--- src/rtl/hazard_stall_unit_pkg.sv ---
// Shared core definitions: pipeline register index width and the MEM-stage wait FSM states.
// Also imported by the forwarding unit and register file.
package hazard_stall_unit_pkg;

    localparam int CORE_REG_W = 5;

    typedef enum logic [0:0] {
        RUN      = 1'b0,
        MEM_WAIT = 1'b1
    } state_t;

endpackage

--- src/rtl/hazard_stall_unit_raw.sv ---
// Combinational RAW comparator of the two ID source registers against one destination.
// Zero latency; register 0 is deliberately not excluded.
module raw_match
    import hazard_stall_unit_pkg::*;
#(
    parameter int REG_W = CORE_REG_W
) (
    input  logic [REG_W-1:0] i_src1,
    input  logic [REG_W-1:0] i_src2,
    input  logic             i_src2_check,
    input  logic [REG_W-1:0] i_dest,
    output logic             o_match1,
    output logic             o_match2
);

    assign o_match1 = (i_src1 == i_dest);
    assign o_match2 = i_src2_check && (i_src2 == i_dest);

endmodule

--- src/rtl/hazard_stall_unit.sv ---
// Hazard/stall controller: load-use or no-forward RAW stalls, bounded SRAM freeze, stall counter.
// Outputs are combinational from registered state and current inputs; freeze overrides the hazard stall.
module hazard_stall_unit
    import hazard_stall_unit_pkg::*;
#(
    parameter int REG_W       = CORE_REG_W,
    parameter int MEM_TIMEOUT = 15,
    parameter int CNT_W       = 16
) (
    input  logic             clk,
    input  logic             rst,
    input  logic             fwd_en,
    input  logic [REG_W-1:0] src1_ID,
    input  logic [REG_W-1:0] src2_ID,
    input  logic             src2_check_ID,
    input  logic [REG_W-1:0] dest_EXE,
    input  logic             wb_en_EXE,
    input  logic             mem_r_en_EXE,
    input  logic [REG_W-1:0] dest_MEM,
    input  logic             wb_en_MEM,
    input  logic             mem_req_MEM,
    input  logic             sram_ready,
    output logic             stall_front,
    output logic             bubble_ID_EXE,
    output logic             freeze_pipe,
    output logic             mem_timeout,
    output logic [CNT_W-1:0] stall_count
);

    localparam int WCNT_W = $clog2(MEM_TIMEOUT + 1);

    state_t             r_state;
    state_t             w_state_nxt;
    logic [WCNT_W-1:0]  r_wait_cnt;
    logic [WCNT_W-1:0]  w_wait_cnt_nxt;
    logic               r_mem_timeout;
    logic               w_timeout_set;
    logic [CNT_W-1:0]   r_stall_count;
    logic               w_freeze;
    logic               w_hazard;
    logic               w_stall;
    logic               w_m1_exe, w_m2_exe, w_m1_mem, w_m2_mem;
    logic               w_raw_exe, w_raw_mem;

    raw_match #(.REG_W(REG_W)) u_match_exe (
        .i_src1       (src1_ID),
        .i_src2       (src2_ID),
        .i_src2_check (src2_check_ID),
        .i_dest       (dest_EXE),
        .o_match1     (w_m1_exe),
        .o_match2     (w_m2_exe)
    );

    raw_match #(.REG_W(REG_W)) u_match_mem (
        .i_src1       (src1_ID),
        .i_src2       (src2_ID),
        .i_src2_check (src2_check_ID),
        .i_dest       (dest_MEM),
        .o_match1     (w_m1_mem),
        .o_match2     (w_m2_mem)
    );

    assign w_raw_exe = wb_en_EXE && (w_m1_exe || w_m2_exe);
    assign w_raw_mem = wb_en_MEM && (w_m1_mem || w_m2_mem);

    // With forwarding only a load in EXE is unresolvable; without it any in-flight writer is.
    assign w_hazard = fwd_en ? (mem_r_en_EXE && w_raw_exe) : (w_raw_exe || w_raw_mem);
    assign w_stall  = w_hazard && !w_freeze;

    always_comb begin
        w_state_nxt    = r_state;
        w_wait_cnt_nxt = r_wait_cnt;
        w_freeze       = 1'b0;
        w_timeout_set  = 1'b0;
        unique case (r_state)
            RUN: begin
                if (mem_req_MEM && !sram_ready) begin
                    w_freeze       = 1'b1;
                    w_state_nxt    = MEM_WAIT;
                    w_wait_cnt_nxt = WCNT_W'(1);
                end
            end
            MEM_WAIT: begin
                if (sram_ready) begin
                    w_state_nxt    = RUN;
                    w_wait_cnt_nxt = '0;
                end else if (r_wait_cnt == WCNT_W'(MEM_TIMEOUT)) begin
                    w_state_nxt    = RUN;
                    w_wait_cnt_nxt = '0;
                    w_timeout_set  = 1'b1;
                end else begin
                    w_freeze       = 1'b1;
                    w_wait_cnt_nxt = r_wait_cnt + WCNT_W'(1);
                end
            end
            default: begin
                w_state_nxt    = RUN;
                w_wait_cnt_nxt = '0;
            end
        endcase
    end

    always_ff @(posedge clk) begin
        if (rst) begin
            r_state       <= RUN;
            r_wait_cnt    <= '0;
            r_mem_timeout <= 1'b0;
            r_stall_count <= '0;
        end else begin
            r_state    <= w_state_nxt;
            r_wait_cnt <= w_wait_cnt_nxt;
            if (w_timeout_set) begin
                r_mem_timeout <= 1'b1;
            end
            if ((w_stall || w_freeze) && (r_stall_count != '1)) begin
                r_stall_count <= r_stall_count + CNT_W'(1);
            end
        end
    end

    assign stall_front   = w_stall;
    assign bubble_ID_EXE = w_stall;
    assign freeze_pipe   = w_freeze;
    assign mem_timeout   = r_mem_timeout;
    assign stall_count   = r_stall_count;

endmodule

--- config.mk ---
export PLATFORM = sky130hd
export DESIGN_NAME = hazard_stall_unit
export DESIGN_NICKNAME = d
export VERILOG_FILES = /design/src/rtl/hazard_stall_unit_pkg.sv /design/src/rtl/hazard_stall_unit_raw.sv /design/src/rtl/hazard_stall_unit.sv
export SDC_FILE = /design/constraint.sdc
export NUM_CORES = 1
export LEC_CHECK = 0
export CORE_UTILIZATION = 66
export DETAILED_ROUTE_END_ITERATION = 16
export DONT_BUFFER_PORTS = 1
export PLACE_DENSITY_LB_ADDON = 0.05
export SETUP_SLACK_MARGIN = 0.4
export SKIP_CTS_REPAIR_TIMING = 1
export SLEW_MARGIN = 20
export SYNTH_ARGS = -nofsm -noshare
export SYNTH_HDL_FRONTEND = slang
export SYNTH_HIERARCHICAL = 1
export SYNTH_SLANG_ARGS = --single-unit
--- constraint.sdc ---
create_clock -name clk -period 3.3 [get_ports clk]
set_input_delay 0.165 -clock clk [delete_from_list [all_inputs] [get_ports clk]]
set_output_delay 0.165 -clock clk [all_outputs]
set_load 0.03 [all_outputs]
==> out/summary.txt, run 1 <==
run status = finished clean
crit path max fanout = 14
antenna violations before repair = 0
Cell Chain, Critical Path = ha_1 > and3_1 > a211oi_2 > buf_4 > o21ai_1 > or4_1 > a21oi_1
Worst path depth = 7
CTS buffer count = 3
Power, Total = 493 uW
pin count of the biggest net entering global routing = 24
number of DRC markers in iteration 0 = 26
first-pass GRT wire length = 4.66 mm
f_max = 454 MHz
Setup Viol. Count Final = 0
port bufs = 0
TritonCTS clock tree = built
post-placement cell count = 183
detailed-route DRC error count = 0
Final WS setup = 1.10 ns
Clock Tree Buf Depth = 2
DR top layer = met4
met1 WL = 1.25 mm
Detail Route Antenna Nets = 0
Setup Skew = 0.00976 ns
Async SR Flop Fraction = 0%
wire per inst = 16.1 um
gr usage total = 30.8%
RSZ-0062 raised after global routing = no
Critical Path RT = 3.55 ns
Leak = 0.000522 uW
detailed route wirelength on metal2 = 1.49 mm
Non-Filler Instances = 188
commonest non-fill, non-tap cells in the layout = xor2_1, dfxtp_1, nor2_1
clock sink count = 22
FILL cells = 148
Congestion Overflow GR = 0
H-tree depth = 1
crit end category = register
Synth Area per Inst = 8.43 um2
Max VDD drop = 243 uV
Period minus WS final = 2.20 ns
core area = 1820 um2
pwr dens = 346 nW/um2
synthesis-stage register bit count = 22
Net Count, Synth = 191
Die X = 47.2 um
slowest stage cell, crit path = or4_1
Clock Root Buffer = clkbuf_4
CTS clk-pin slew, worst paths = 0.12 ns
number of synthesized flops with an enable pin = 0
Place WS = 1.12 ns
Ports = 49
clk_lat worst skew = 0.33 ns
P&R area growth vs syn = 5.66%
Synth Warn # = 6
Hold Crit Class = input port to register
vias in the first global route = 1,156
CP delay by family, top = simple AND/OR/NAND/NOR gates
met3 routed WL = 230 um
WHS Path Cells = 2
Post-layout nets = 195
Cell Area, Placed = 1380 um2
Starting Density = 74.1%
Gate Count Post-Synth = 160
Final period util = 66.7%
setup TNS = 0 ns
max cap viols = 0
Seq/Total Area, Yosys = 32.7%
relative slew slack = 47.6%
wirelength, routed = 3.03 mm
# diodes = 0
Vias = 1,208
final hold vios = 0
startpoint types = register
FP Rows = 15
via/cell ratio = 6.43
critical path arrival = 2.45 ns
r2r worst-path depth = 7
Slew Viols, Final = 0
design area = 1430 um2
Final GP Congestion = 0.864
Main synth FF type = dfxtp_1
Unique masters post-synth = 34
share of cells above drive strength 1 = 5.52%
die area = 2230 um2
Slew @ Worst Pin = 0.783 ns
CP bufs+invs = 1
Die Span Y = 47.2 um
Cell Area, Synth = 1350 um2
length of the first detailed-routing pass in iterations = 4
Setup Crit Path Kind = register to register
CP peak stage delay = 0.46 ns
dpl hpwl = 2.27 mm
## cell usage after synthesis (all sizes together), types with 4 or more instances
cell type	number	area, um2
a21oi	6	30.0
and3	7	43.8
dfxtp	22	440
nand3	8	40.0
nand4	7	43.8
nor2	20	75.1
nor2b	7	43.8
nor4	4	25.0
o211ai	5	37.5
o21ai	5	25.0
xnor2	9	78.8
xor2	22	193
## flip-flops by register name, indices dropped and copies added, names as in the netlist
name / count
mem_timeout: 1
r_wait_cnt: 4
r_state: 1
stall_count: 16
## final timing paths
check | slack, ns | start | end
worst min-delay path | 0.07 | sram_ready | r_wait_cnt[0]
worst max register to register | 1.10 | r_wait_cnt[0] | stall_count[8]
worst min register to register | 0.58 | r_wait_cnt[3] | r_wait_cnt[3]
worst max-delay path | 1.10 | r_wait_cnt[0] | stall_count[8]
## metrics by stage
step	utilization [%]	hold slack, ns
2_1_floorplan	-	0.237
3_3_place_gp	75.7	0.237
5_1_grt	78.3	0.0733
4_1_cts	77.7	-0.106
6_report	78.3	0.0673
3_5_place_dp	75.7	0.238
## cell families after synthesis
group | after synthesis | share of synthesized area, %
AO/OA/AOI/OAI | 29 | 14.7
flip-flops | 22 | 32.7
AND/OR/NAND/NOR | 65 | 25.8
buffers and inverters | 8 | 2.60
multiplexers | 3 | 2.32
adder cells (fa/ha/maj) | 2 | 1.85
XOR/XNOR | 31 | 20.1
## per-layer routing
metal  global-route usage (%)  up-vias
li1                         -      595
met1                     31.5      555
met2                     55.6       48
met3                     11.2       10
met4                     14.3        0
met5                        0        -
## layout make-up
cell class              count  area, um2  area share (%)
clock buffers               4       36.3            2.55
inverters                   3       11.3           0.790
multi-input cells         130        873            61.3
flip-flops and latches     22        440            30.9
well taps                  25       31.3            2.19
repair buffers              4       32.5            2.28
## worst register-to-register path, delay by kind of cell (launching register included)
kind / cells / cell delay [ns]
AO/OA/AOI/OAI: 3 / 0.61
adder cells (fa/ha/maj): 1 / 0.23
buffers and inverters: 1 / 0.27
flip-flops: 1 / 0.35
AND/OR/NAND/NOR: 2 / 0.68
## power by group
part / internal, uW / total [uW] / switching (uW)
clock network: 67.6 / 155 / 87.1
registers: 270 / 281 / 11.0
logic: 26.6 / 57.3 / 30.8
Power figures use the tool's default switching activity.
==> run 2: changes to the inputs <==
--- a/config.mk
+++ b/config.mk
@@ -5,7 +5,7 @@
 export SDC_FILE = /design/constraint.sdc
 export NUM_CORES = 1
 export LEC_CHECK = 0
-export CORE_UTILIZATION = 66
+export CORE_UTILIZATION = 62
 export DETAILED_ROUTE_END_ITERATION = 16
 export DONT_BUFFER_PORTS = 1
 export PLACE_DENSITY_LB_ADDON = 0.05
==> constraint.sdc (replaced) <==
create_clock -name clk -period 2.2 [get_ports clk]
set_input_delay 0.11 -clock clk [delete_from_list [all_inputs] [get_ports clk]]
set_output_delay 0.11 -clock clk [all_outputs]
set_load 0.03 [all_outputs]
==> out/summary.txt, run 2 (synthesis results as in run 1) <==
Vias = 1,344 (+11%)
WHS = 0.0193 ns (-0.0480 ns)
Max VDD drop = 465 uV (+91%)
# diodes = 0 (unchanged)
Cell Chain, Critical Path = ha_4 > and3_4 > a211oi_2 > buf_4 > buf_12 > nor2b_4
Setup Skew = 0.00506 ns (-0.00470 ns)
Slew @ Worst Pin = 0.738 ns (-0.0449 ns)
Clock Tree Buf Depth = 2 (unchanged)
Congestion Overflow GR = 0 (unchanged)
Die Span Y = 48.6 um (+3.0%)
setup TNS = 0 ns (unchanged)
Leak = 0.000649 uW (+25%)
commonest non-fill, non-tap cell in the layout = buf_4
critical path arrival = 1.78 ns (-0.67 ns)
final hold vios = 0 (unchanged)
slowest stage cell, crit path = dfxtp_2
Die X = 48.6 um (+3.0%)
crit end category = primary output
via/cell ratio = 6.34 (-1.3%)
Ports = 49 (unchanged)
fin util = 84.4% (+6.1 points)
crit path max fanout = 8 (-6)
CTS clk-pin slew, worst paths = 0.12 ns (about the same)
CTS buffer count = 3 (unchanged)
Starting Density = 67.4% (-6.7 points)
f_max = 528 MHz
wire per inst = 16.0 um (-0.99%)
core area = 2000 um2 (+10%)
wirelength, routed = 3.38 mm (+12%)
Detail Route Antenna Nets = 0 (unchanged)
CP peak stage delay = 0.39 ns (-0.07 ns)
relative slew slack = 50.6% (+3.0 points)
max cap viols = 0 (unchanged)
Slew Viols, Final = 0 (unchanged)
share of cells above drive strength 1 = 23.2% (+18 points)
pin count of the biggest net entering global routing = 24 (unchanged)
Period minus WS final = 1.89 ns
Final GP Congestion = 0.872 (+0.91%)
FP Rows = 16 (+1)
H-tree depth = 1 (unchanged)
vias in the first global route = 1,179 (+2.0%)
Hold Crit Class = input port to register
clock sink count = 22 (unchanged)
RSZ-0062 raised after global routing = yes
number of DRC markers in iteration 0 = 34 (+31%)
dpl hpwl = 2.35 mm (+3.4%)
port bufs = 0 (unchanged)
Critical Path RT = 2.09 ns (-1.46 ns)
Post-layout nets = 217 (+11%)
Clock Root Buffer = clkbuf_4
antenna violations before repair = 0 (unchanged)
length of the first detailed-routing pass in iterations = 4 (unchanged)
Final period util = 86.1%
commonest non-fill, non-tap cells in the layout = buf_4, xor2_1, nor2_1
Setup Crit Path Kind = register to primary output
P&R area growth vs syn = 25.2%
die area = 2370 um2 (+6.2%)
pwr dens = 504 nW/um2 (+46%)
first-pass GRT wire length = 4.83 mm (+3.6%)
TritonCTS clock tree = built
run status = finished clean
clk_lat worst skew = 0.32 ns (about the same)
startpoint types = register
Largest register FFs = 16 (unchanged)
gr usage total = 25.4% (-5.3 points)
Setup Viol. Count Final = 0 (unchanged)
detailed-route DRC error count = 0 (unchanged)
## run 2: changes by cell type in the layout (fill, tap and decap cells not counted), sizes merged
cell         delta
buf            +21
clkbuf          -1
dlygate4sd3     +1
bufinv          +1
## run 2: final timing paths
| check | from | endpoint | slack [ns] | cells past startpoint |
|---|---|---|---|---|
| max | r_wait_cnt[0] | stall_front | 0.31 | 6 |
| min | rst | stall_count[7] | 0.02 | 2 |
| max reg2reg | r_wait_cnt[0] | stall_count[13] | 0.40 | 7 |
| min reg2reg | stall_count[8] | stall_count[8] | 0.59 | 2 |
## run 2: report_power, final
group	internal [uW]	switching, uW	total [uW]
Combinational	59.1	69.0	128
Clock	184	128	313
Sequential	406	5.68	411
## run 2: worst max-delay path: cells and delay by family, from the launching register on
kind                     cells  cell delay, ns
flip-flops                   1            0.39
AND/OR/NAND/NOR              2            0.54
buffers and inverters        2            0.32
AO/OA/AOI/OAI                1            0.06
adder cells (fa/ha/maj)      1            0.15
## run 2: per-layer routing
metal | vias up | routed length [um] | global-route usage, %
met4 | 0 | 80 | 5.88
met3 | 11 | 270 | 5.66
met5 | - | 0 | 0
met1 | 624 | 1380 | 28.9
met2 | 77 | 1650 | 47.7
li1 | 632 | - | -
## run 2: cell type report
type / instances / area (um2)
multi-input cells: 130 / 932
flip-flops and latches: 22 / 447
fillers: 123 / 313
repair buffers: 26 / 213
well taps: 27 / 33.8
clock inverters: 1 / 30.0
clock buffers: 3 / 22.5
inverters: 3 / 11.3
## run 2: through the flow
step                setup WS [ns]  instances  power (uW)  area (um2)
floorplan                   0.327        160         502        1380
finish                      0.305        212         852        1690
global placement            0.248        201         517        1520
CTS                         0.158        205         827        1580
global route                0.242        212         877        1690
detailed placement          0.150        201         521        1520
